<file path="src/rtl/rvx_timer_scheduler.sv">
// One-shot compare channels against a free-running time base, with a
// round-robin presenter that hands expired channels to a consumer one at a time.
module rvx_timer_scheduler #(
  parameter int NUM_CHANNELS = 4,
  parameter int TIMER_WIDTH  = 64
) (
  input  logic                            clock,
  input  logic                            reset_n,
  input  logic [TIMER_WIDTH-1:0]          mtime,
  input  logic                            cfg_write,
  input  logic [$clog2(NUM_CHANNELS)-1:0] cfg_channel,
  input  logic [TIMER_WIDTH-1:0]          cfg_compare,
  input  logic                            cfg_enable,
  output logic                            event_valid,
  output logic [$clog2(NUM_CHANNELS)-1:0] event_channel,
  input  logic                            event_ready,
  output logic [NUM_CHANNELS-1:0]         pending,
  output logic                            timer_irq
);

  localparam int CH_W = $clog2(NUM_CHANNELS);

  typedef enum logic {
    IDLE    = 1'b0,
    PRESENT = 1'b1
  } state_t;

  state_t                  state_q;
  state_t                  state_d;
  logic [TIMER_WIDTH-1:0]  compare_q [NUM_CHANNELS];
  logic [NUM_CHANNELS-1:0] armed_q;
  logic [NUM_CHANNELS-1:0] pending_q;
  logic [NUM_CHANNELS-1:0] pending_d;
  logic [NUM_CHANNELS-1:0] match;
  logic [NUM_CHANNELS-1:0] write_hit;
  logic [CH_W-1:0]         rr_ptr_q;
  logic [CH_W-1:0]         event_channel_q;
  logic [CH_W-1:0]         arb_idx;
  logic [CH_W-1:0]         arb_cand;
  logic                    arb_found;
  logic                    accept;
  logic                    load_event;
  logic                    timer_irq_q;

  always_comb begin
    match     = '0;
    write_hit = '0;
    for (int i = 0; i < NUM_CHANNELS; i++) begin
      match[i]     = armed_q[i] && (mtime >= compare_q[i]);
      write_hit[i] = cfg_write && (cfg_channel == CH_W'(i));
    end
  end

  // Round-robin search: first pending index at or after rr_ptr, wrapping.
  always_comb begin
    arb_found = 1'b0;
    arb_idx   = rr_ptr_q;
    arb_cand  = rr_ptr_q;
    for (int k = 0; k < NUM_CHANNELS; k++) begin
      arb_cand = rr_ptr_q + CH_W'(k);
      if (!arb_found && pending_q[arb_cand]) begin
        arb_found = 1'b1;
        arb_idx   = arb_cand;
      end
    end
  end

  always_ff @(posedge clock or negedge reset_n) begin
    if (!reset_n) begin
      state_q <= IDLE;
    end else begin
      state_q <= state_d;
    end
  end

  always_comb begin
    state_d    = state_q;
    accept     = 1'b0;
    load_event = 1'b0;
    case (state_q)
      IDLE: begin
        if (arb_found) begin
          state_d    = PRESENT;
          load_event = 1'b1;
        end
      end
      PRESENT: begin
        if (event_ready) begin
          accept  = 1'b1;
          state_d = IDLE;
        end
      end
      default: state_d = IDLE;
    endcase
  end

  always_ff @(posedge clock or negedge reset_n) begin
    if (!reset_n) begin
      event_channel_q <= '0;
      rr_ptr_q        <= '0;
    end else begin
      if (load_event) begin
        event_channel_q <= arb_idx;
      end
      if (accept) begin
        rr_ptr_q <= event_channel_q + CH_W'(1);
      end
    end
  end

  // A write beats a same-cycle match; a fresh expiry beats a same-cycle accept.
  always_comb begin
    pending_d = pending_q;
    for (int i = 0; i < NUM_CHANNELS; i++) begin
      if (accept && (event_channel_q == CH_W'(i))) begin
        pending_d[i] = 1'b0;
      end
      if (write_hit[i] && !(event_valid && (event_channel_q == CH_W'(i)))) begin
        pending_d[i] = 1'b0;
      end
      if (match[i] && !write_hit[i]) begin
        pending_d[i] = 1'b1;
      end
    end
  end

  always_ff @(posedge clock or negedge reset_n) begin
    if (!reset_n) begin
      for (int i = 0; i < NUM_CHANNELS; i++) begin
        compare_q[i] <= '0;
      end
      armed_q     <= '0;
      pending_q   <= '0;
      timer_irq_q <= 1'b0;
    end else begin
      for (int i = 0; i < NUM_CHANNELS; i++) begin
        if (write_hit[i]) begin
          compare_q[i] <= cfg_compare;
          armed_q[i]   <= cfg_enable;
        end else if (match[i]) begin
          armed_q[i] <= 1'b0;
        end
      end
      pending_q   <= pending_d;
      timer_irq_q <= |pending_q;
    end
  end

  assign event_valid   = (state_q == PRESENT);
  assign event_channel = event_channel_q;
  assign pending       = pending_q;
  assign timer_irq     = timer_irq_q;

endmodule

</file>
<file path="config.mk">
export PLATFORM = sky130hd
export DESIGN_NAME = rvx_timer_scheduler
export DESIGN_NICKNAME = d
export VERILOG_FILES = /design/src/rtl/rvx_timer_scheduler.sv
export SDC_FILE = /design/constraint.sdc
export NUM_CORES = 1
export LEC_CHECK = 0
export CORE_MARGIN = 2
export CORE_UTILIZATION = 53
export CTS_CLUSTER_SIZE = 10
export DETAILED_ROUTE_END_ITERATION = 7
export GPL_TIMING_DRIVEN = 0
export PLACE_DENSITY = 0.76
export SLEW_MARGIN = 15
export SYNTH_ARGS = -nofsm -noshare
export SYNTH_HDL_FRONTEND = slang
export SYNTH_SLANG_ARGS = --single-unit
</file>
<file path="constraint.sdc">
create_clock -name clock -period 2 [get_ports clock]
set_input_delay 0.4 -clock clock [delete_from_list [all_inputs] [get_ports clock]]
set_output_delay 0.4 -clock clock [all_outputs]
set_load 0.1 [all_outputs]
</file>
Yosys cells after proc, flatten, opt, wreduce, memory -nomap -nowiden
Index checks and enable logic that the tools add are counted.
{"block": "totals", "register_bits": 270, "inputBits": 135, "out_inout_bits": 8}
{"block": "classes", "add_sub_neg": 4, "order_cmp": 8, "eq_ne": 6, "mux": 41, "n_bitwise": 1, "n_reduce_logical": 49}
{"operator": "greater-or-equal comparator 64 bit", "n": 4}
{"operator": "2-to-1 mux 1 bit", "n": 33}
{"operator": "logical AND 1 bit", "n": 27}
{"operator": "less-than comparator 2 x 3 -> 1 bit (second input constant)", "n": 4}
{"operator": "nonzero test 3 bit", "n": 4}
{"operator": "zero test 1 bit", "n": 11}
{"operator": "binary-select mux 1 bit (select 2 bit)", "n": 4}
{"operator": "equality test 2 bit (second input constant)", "n": 4}
{"operator": "nonzero test 2 bit", "n": 4}
{"operator": "2-to-1 mux 2 bit", "n": 3}
{"operator": "adder 2 x 1 -> 2 bit (second input constant)", "n": 2}
{"operator": "adder 2 bit (second input constant)", "n": 2}
{"operator": "equality test 2 x 1 -> 1 bit (second input constant)", "n": 2}
{"operator": "zero test 2 bit", "n": 2}
{"operator": "OR reduction 4 bit", "n": 1}
{"operator": "one-hot mux 1 bit (2 select lines)", "n": 1}
{"operator": "inverter 1 bit", "n": 1}

Logic depth before layout (Yosys ltp)
Gate-level depths: netlist of the first run.
{"block": "logic_depth", "depth_word": 14, "mapped_depth": 9, "depth_no_buf": 9}

Least setup slack after synthesis of the first run
Ideal clock, no wire load.
{"block": "synth_path", "path_type": "input port to flip-flop", "startpoint": "input port mtime[0]", "endpoint": "register pending_q[0], in the netlist pending[0]", "setup_time_ns": 0.123, "t_arrival_ns": 2.248, "setup_slack_ns": -0.372, "cell_stages": 9, "path_cell_list": "inv_1 > ha_1 > nand2b_4 > a2111o_1 > a311oi_1 > a21oi_1 > o41ai_1 > a21oi_1 > a32o_1"}
{"block": "synth_via", "elab_chain_cells": 4, "elab_cells_between_ends": 5, "classes_between": "order compare: 1; mux: 1; reduce/logical: 3"}
{"item": "start: declaration", "line": "9", "text": "input logic [TIMER_WIDTH-1:0] mtime,"}
{"item": "greater-or-equal comparator 64 bit *", "line": "49", "text": "match[i] = armed_q[i] && (mtime >= compare_q[i]);"}
{"item": "logical AND 1 bit *", "line": "49"}
{"item": "logical AND 1 bit *", "line": "121", "text": "if (match[i] && !write_hit[i]) begin"}
{"item": "nonzero test 3 bit (no source line) or 2-to-1 mux 1 bit (tied branches)"}
{"item": "end signal: assignment", "line": "144", "text": "pending_q <= pending_d;"}
{"item": "end: declaration", "line": "32", "text": "logic [NUM_CHANNELS-1:0] pending_q;"}
Mark *: on every way between the ends. The rest lies on a longest branch, timed or not.
A chain may end at the register's enable or synchronous reset.

Final worst setup path of the first run
{"block": "layout_path", "startpoint": "register compare_q[192] (netlist name)", "endpoint": "register pending_q[0], in the netlist pending[0]"}
{"block": "layout_via", "elab_chain_cells": 4, "elab_cells_between_ends": 5, "classes_between": "order compare: 1; mux: 1; reduce/logical: 3"}
{"item": "start: declaration", "line": "30", "text": "logic [TIMER_WIDTH-1:0] compare_q [NUM_CHANNELS];"}
{"item": "start signal: indexed assignment", "line": "138", "text": "compare_q[i] <= cfg_compare;"}
{"item": "greater-or-equal comparator 64 bit *", "line": "49"}
{"item": "logical AND 1 bit *", "line": "49"}
{"item": "logical AND 1 bit *", "line": "121"}
{"item": "nonzero test 3 bit (no source line) or 2-to-1 mux 1 bit (tied branches)"}
Marked as above.

==> results.py, run 1 <==
metrics = {
    "setup_path": {
        "end_kind": "flop",
        "path_class": "reg -> reg",
        "cp.required_ns": 2.44,
        "worstPathArrival_ns": 2.87,
        "path_max_fanout": 2,
        "setup.worst_path.start_class": "flop",
    },
    "global_routing": {
        "track_usage": 0.249,
        "grt_max_degree": 89,
        "antenna_found_initial": 0,
        "grt_pass1_vias": 12800,
        "grt_pass1_wl_um": 65600,
        "grt_overflow": 0,
    },
    "routing": {
        "top_layer": "met4",
        "wl_met3_um": 1630,
        "vias": 12500,
        "wl_met1_um": 18100,
        "via_per_inst": 5.74,
        "drt_wl_total_um": 40400,
        "postRouteAntennaNets": 0,
        "drtIter0Drc": 688,
        "route.met2.wl_um": 19500,
        "avgRoutedWirePerCell_um": 18.6,
        "drcViolationCount": 0,
        "first_pass_iters": 7,
    },
    "floorplan": {
        "core_region_area_um2": 30500,
        "die_area_um2": 32300,
        "rows": 64,
        "die_w_um": 180,
        "io_pins": 143,
        "dieHeight_um": 180,
        "start_util": 0.536,
    },
    "synthesis": {
        "synth_simple_gate_area_frac": 0.0740,
        "syn_inst": 1571,
        "yosys_most_used_dff": "dfrtp_1",
        "syn_area_per_cell_um2": 10.4,
        "synth_mux_area_frac": 0.134,
        "synth_common_cells": "dfrtp_1 (270), inv_1 (262), ha_1 (260)",
        "synth.most_common_cell": "dfrtp_1",
        "synth_fa_ha_area_frac": 0.199,
        "synth-edff-count": 0,
        "synth_top_cell_by_area": "dfrtp_1",
        "ys_ff_latch": 270,
        "synth_top_family_by_area": "adder cells",
        "yosysWarnings": 0,
        "synthTopCellsByArea": "dfrtp_1 (41%), ha_1 (20%), mux2_2 (13%)",
        "syn_area_um2": 16300,
        "synth_top_area_frac": 0.413,
        "seq_area_frac_synth": 0.413,
        "synth-async-reset-ratio": 1.00,
        "synthXorXnorAreaFrac": 0,
        "synth_compound_area_frac": 0.112,
        "yosysUniqueCellTypes": 49,
        "synthesis.nets": 1966,
    },
    "sta": {
        "setup_violations": 8,
        "finalClockSkew_ns": 0.0119,
        "finalMaxSlewViolations": 0,
        "slew_headroom": 0.449,
        "hold_violations": 0,
        "fin_tns_setup_ns": -2.22,
        "max_freq_mhz": 411,
        "finalCritPeriodShare": 1.22,
        "max_slew.worst_pin.slew_ns": 0.827,
        "setup_ws_ns": -0.434,
        "grt_setup_unrepaired": "yes",
        "min_period_ns": 2.43,
    },
    "cts": {
        "clock-sinks": 270,
        "cts_tree": "yes",
        "cts_buffer_depth": 3,
        "cts_buffers": 31,
        "root_buffer": "clkbuf_16",
        "cts.clk_slew.worst_paths_ns": 0.06,
        "clkLatencyLatePin_ns": 0.56,
        "htree_num_levels": 1,
    },
    "layout": {
        "layout.nets": 2162,
        "post-route-util": 0.654,
        "instances_no_fill": 2171,
        "n_antenna_cell": 0,
        "final_cell_area_um2": 20000,
        "area_delta_synth_final_pct": 22.2,
        "drive_gt1_frac": 0.205,
    },
    "placement": {
        "hpwl_um": 30000,
        "port-buffer-count": 142,
        "gp_congestion": 0.890,
        "dpl_cell_area_um2": 18400,
        "dp.cells": 2112,
    },
    "outcome": {
        "violations": "setup timing",
        "status": "finished, violations left",
    },
    "hold_path": {
        "hold_class": "in -> async",
    },
    "flow_run": {
        "cap_violations": 0,
    },
    "power_and_ir_drop": {
        "irDropWorstVdd_v": 0.000721,
        "power_density_nw_per_um2": 907,
        "p_leak_nw": 9.75,
    },
}
==> sequential cells by signal, summed over array words and instances, names as in the netlist <==
| signal | flops |
|---|---|
| compare_q | 256 |
| armed_q | 4 |
| pending | 4 |
| event_channel | 2 |
| rr_ptr_q | 2 |
| event_valid | 1 |
| timer_irq | 1 |
==> path summary, 6_finish.rpt <==
kind,endpoint,startpoint,cells after the start,slack [ns]
min in group clock,compare_q[242],cfg_compare[50],3,0.50
max,pending[0],compare_q[192],8,-0.43
max reg2reg,pending[0],compare_q[192],8,-0.43
max in group asynchronous,compare_q[70],reset_n,4,0.57
min,compare_q[39],reset_n,2,0.30
min reg2reg,compare_q[21],compare_q[21],1,0.50
==> cell usage in the layout (no fill, tap or decap), types with 7 or more instances in the layout <==
cell type        netlist  final
inv_1                262    251
nor2_1                25     24
clkbuf_1              22     19
buf_4                  0     17
nor2b_1                7      7
nand3_1               16     15
mux2_2               193    193
nor3_1                14     10
buf_1                 13      8
clkbuf_16              0     31
a21oi_2                0     10
ha_1                 260    241
dfrtp_1              270    268
buf_2                  0     14
dlygate4sd2_1          0     23
clkdlybuf4s50_1        0    108
o21ai_0               96     89
a211oi_1              12      8
ha_4                   0     19
inv_2                  0     10
nand2_1              116    113
a21oi_1               86     75
a21o_1                56     56
nand4_1               47     47
==> where the power goes <==
group	switching [mW]	total, mW	leakage, nW	internal [mW]
clock	2.12	4.96	0.406	2.83
sequential	0.566	7.10	3.23	6.53
combinational	3.43	6.06	6.11	2.63
==> per-stage QoR <==
stage | power (mW) | worst slack (ns) | hold WS, ns
after floorplan | 10.9 | -0.163 | 0.104
after global placement | 12.4 | -12.09 | 0.487
after detailed placement | 12.7 | -1.68 | 0.301
after CTS | 18.1 | -0.441 | 0.299
after global routing | 19.2 | -0.502 | 0.334
final | 18.1 | -0.434 | 0.302
==> per-layer routing <==
metal | up-vias | GRT usage
li1 | 5862 | -
met1 | 6239 | 0.332
met2 | 292 | 0.424
met3 | 78 | 0.0288
met4 | 0 | 0.0797
met5 | - | 0
==> area by class of cell <==
type / instances / area (um^2)
flip-flops and latches: 270 / 6760
multi-input cells: 1004 / 9130
inverters: 262 / 991
fillers: 2319 / 10500
repair buffers: 163 / 1600
well taps: 396 / 495
plain buffers: 35 / 156
clock buffers: 41 / 833
==> cell families (layout without fill, tap and decap cells) <==
| kind of cell | count (synthesis) | in the layout |
|---|---|---|
| compound gates | 299 | 299 |
| buf+inv | 297 | 501 |
| flops | 270 | 270 |
| fa+ha+maj | 260 | 260 |
| simple gates | 251 | 251 |
| mux | 194 | 194 |
==> timing repair <==
action | CTS | global route
hold buffers | 1 | 0
setup endpoints to repair | 161 | 78
gates cloned | 0 | 0
pin swaps | 42 | 14
resized for setup | 162 | 29
hold endpoints to repair | 35 | 0
setup buffers | 11 | 6
==> worst max-delay path: stages, from the launching register on <==
cell	delay [ns]
dfrtp_1	0.41
ha_4	0.24
nand2b_4	0.13
a2111o_1	0.41
a311oi_4	0.34
a21oi_4	0.12
o41ai_4	0.30
a21oi_2	0.13
a32o_1	0.23
Note: power is estimated with default switching activity, not from simulation.
==> inputs of run 2 (changes only) <==
--- a/config.mk
+++ b/config.mk
@@ -6,11 +6,12 @@
 export NUM_CORES = 1
 export LEC_CHECK = 0
 export CORE_MARGIN = 2
-export CORE_UTILIZATION = 53
+export CORE_UTILIZATION = 55
 export CTS_CLUSTER_SIZE = 10
 export DETAILED_ROUTE_END_ITERATION = 7
+export DONT_BUFFER_PORTS = 1
 export GPL_TIMING_DRIVEN = 0
-export PLACE_DENSITY = 0.76
+export PLACE_DENSITY = 0.72
 export SLEW_MARGIN = 15
 export SYNTH_ARGS = -nofsm -noshare
 export SYNTH_HDL_FRONTEND = slang
==> run 2 against run 1 <==
  * Register-to-register slack worse by 0.10 ns
  * Flip-flop and latch count stayed put
  * Critical endpoint unchanged
  * Count of clock-buffer cells in the layout rose by 5
  * The flow finishes with violations (hold timing, setup timing)
  * Largest cell class unchanged
  * Clock skew grew 0.0040 ns
  * Die area shrank 3.6%
  * Sequential share of layout area grew 2.9 points
  * Global-route usage up 1.1 points
==> results.py, run 2 (synthesis gave the netlist of run 1 again) <==
metrics = {
    "outcome": {
        "status": "finished, violations left",
        "violations": "hold timing, setup timing",
    },
    "layout": {
        "area_delta_synth_final_pct": 12.7,
        "fillers": 2376,
        "layout_commonest_cell": "dfrtp_1",
        "final_cell_mix": "dfrtp_1 (264), inv_1 (253), ha_1 (246), mux2_2 (193), nand2_1 (112)",
        "multi_input_area_um2": 9010,
        "largest-register": "compare_q",
        "layout.nets": 2011,
        "register_area_um2": 6760,
        "drive_gt1_frac": 0.200,
        "largest_register_ffs": 256,
    },
    "floorplan": {
        "die_area_um2": 31100,
        "start_util": 0.554,
        "core_region_area_um2": 29500,
        "io_pins": 143,
        "rows": 63,
        "dieHeight_um": 176,
        "die_w_um": 176,
    },
    "setup_path": {
        "r2r-end": "pending[0]",
        "end_kind": "flop",
        "path_class": "reg -> reg",
        "setup.worst_path.start_class": "flop",
        "r2r-start": "compare_q[192]",
        "path_max_fanout": 2,
        "cp.required_ns": 2.39,
        "reg2regPathDepth": 8,
        "reg2reg_slack_ns": -0.54,
        "worstPathArrival_ns": 2.92,
    },
    "cts": {
        "clock-sinks": 270,
        "cts_tree": "yes",
        "root_buffer": "clkbuf_16",
        "cts_buffer_depth": 3,
        "cts.clk_slew.worst_paths_ns": 0.05,
        "cts_hold_buf": 1,
        "clkLatencyLatePin_ns": 0.50,
        "cts_buffers": 34,
        "htree_num_levels": 2,
    },
    "routing": {
        "avgRoutedWirePerCell_um": 19.6,
        "drt_wl_total_um": 39600,
        "drcViolationCount": 0,
        "first_pass_iters": 4,
        "postRouteAntennaNets": 0,
        "vias": 11700,
        "drtIter0Drc": 726,
        "via_per_inst": 5.81,
    },
    "global_routing": {
        "grt_overflow": 0,
        "grt_max_degree": 271,
        "grt_pass1_vias": 12200,
        "grt_pass1_wl_um": 63400,
        "antenna_found_initial": 1,
        "track_usage": 0.260,
    },
    "power_and_ir_drop": {
        "power_density_nw_per_um2": 970,
        "irDropWorstVdd_v": 0.000733,
        "p_leak_nw": 9.05,
    },
    "hold_path": {
        "hold_class": "in -> async",
    },
    "sta": {
        "grt_setup_unrepaired": "yes",
        "finalMaxSlewViolations": 0,
        "setup_violations": 8,
        "setup_ws_ns": -0.538,
        "hold_slack_ns": -0.407,
        "hold_violations": 270,
        "slew_headroom": 0.281,
        "finalClockSkew_ns": 0.0159,
        "fin_tns_setup_ns": -2.46,
        "finalCritPeriodShare": 1.27,
        "max_freq_mhz": 394,
        "max_slew.worst_pin.slew_ns": 1.08,
        "min_period_ns": 2.54,
    },
    "placement": {
        "gp_congestion": 0.880,
        "place_ws_ns": -1.05,
        "port-buffer-count": 0,
        "hpwl_um": 29600,
    },
    "flow_run": {
        "cap_violations": 0,
    },
}
==> run 2: cell types whose count changed in the layout (fill, tap and decap cells not counted), sizes merged <==
cell | before | now
buf | 43 | 20
clkbuf | 59 | 69
clkdlybuf4s15 | 3 | 0
clkdlybuf4s50 | 108 | 0
clkinv | 0 | 2
diode | 0 | 1
dlygate4sd2 | 23 | 0
dlymetal6s2s | 2 | 0
inv | 262 | 263
==> run 2: layer usage <==
layer  global-route usage  share of wire  vias to the layer above  wire length [um]
li1                     -              -                     5569                 -
met1                0.331           0.43                     5833             17100
met2                0.437           0.48                      268             18900
met4               0.0944          0.034                        0              1350
met3               0.0540          0.056                       75              2210
met5                    0              0                        -                 0
==> run 2: power by group <==
group          switching, mW  total, mW  internal, mW
clock network           2.22       5.48          3.27
registers               1.16       7.69          6.53
logic                   2.43       4.70          2.27
==> run 2: area by class of cell <==
cell class / count / share of cell area
multi-input combinational: 1004 / 0.489
sequential: 270 / 0.367
inverter: 262 / 0.0538
clock buffer: 46 / 0.0514
tap: 390 / 0.0265
buffer: 35 / 0.00720
timing repair buffer: 9 / 0.00380
clock inverter: 3 / 0.00102
antenna: 1 / 0.000136
==> run 2: worst max-delay path by stage <==
| stage | start | end | cells past startpoint | slack [ns] |
|---|---|---|---|---|
| after floorplan | compare_q[192] | pending[0] | 8 | -0.16 |
| after global placement | mtime[0] | pending[0] | 9 | -1.09 |
| after detailed placement | compare_q[192] | pending[0] | 8 | -1.05 |
| after CTS | compare_q[192] | pending[0] | 8 | -0.55 |
| after global routing | compare_q[192] | pending[0] | 8 | -0.62 |
| final | compare_q[192] | pending[0] | 8 | -0.54 |
==> run 2: per-stage QoR <==
step                hold WS, ns   util  cell area, um^2  power (mW)  instances
floorplan                 0.104      -            16400        10.9       1571
global placement          0.114  0.572            16900        11.8       1961
detailed placement        0.119  0.572            16900        12.1       1961
CTS                      -0.412  0.622            18300        17.9       2018
global route             -0.425  0.625            18400        18.9       2020
finish                   -0.407  0.625            18400        17.9       2020
==> run 2: worst max-delay path, stage by stage, from the launching register on <==
cell and delay, ns:
dfrtp_1 0.40, ha_4 0.24, nand2b_4 0.13, a2111o_1 0.41
a311oi_4 0.33, a21oi_4 0.12, o41ai_4 0.43, a21oi_2 0.13
a32o_1 0.23
==> run 2: timing repair <==
item | 4_1_cts | 5_1_grt
hold endpoints to repair | 271 | 270
resized for setup | 82 | 13
setup buffers | 7 | 1
pin swaps | 35 | 15
endpoints found under the setup margin | 23 | 20
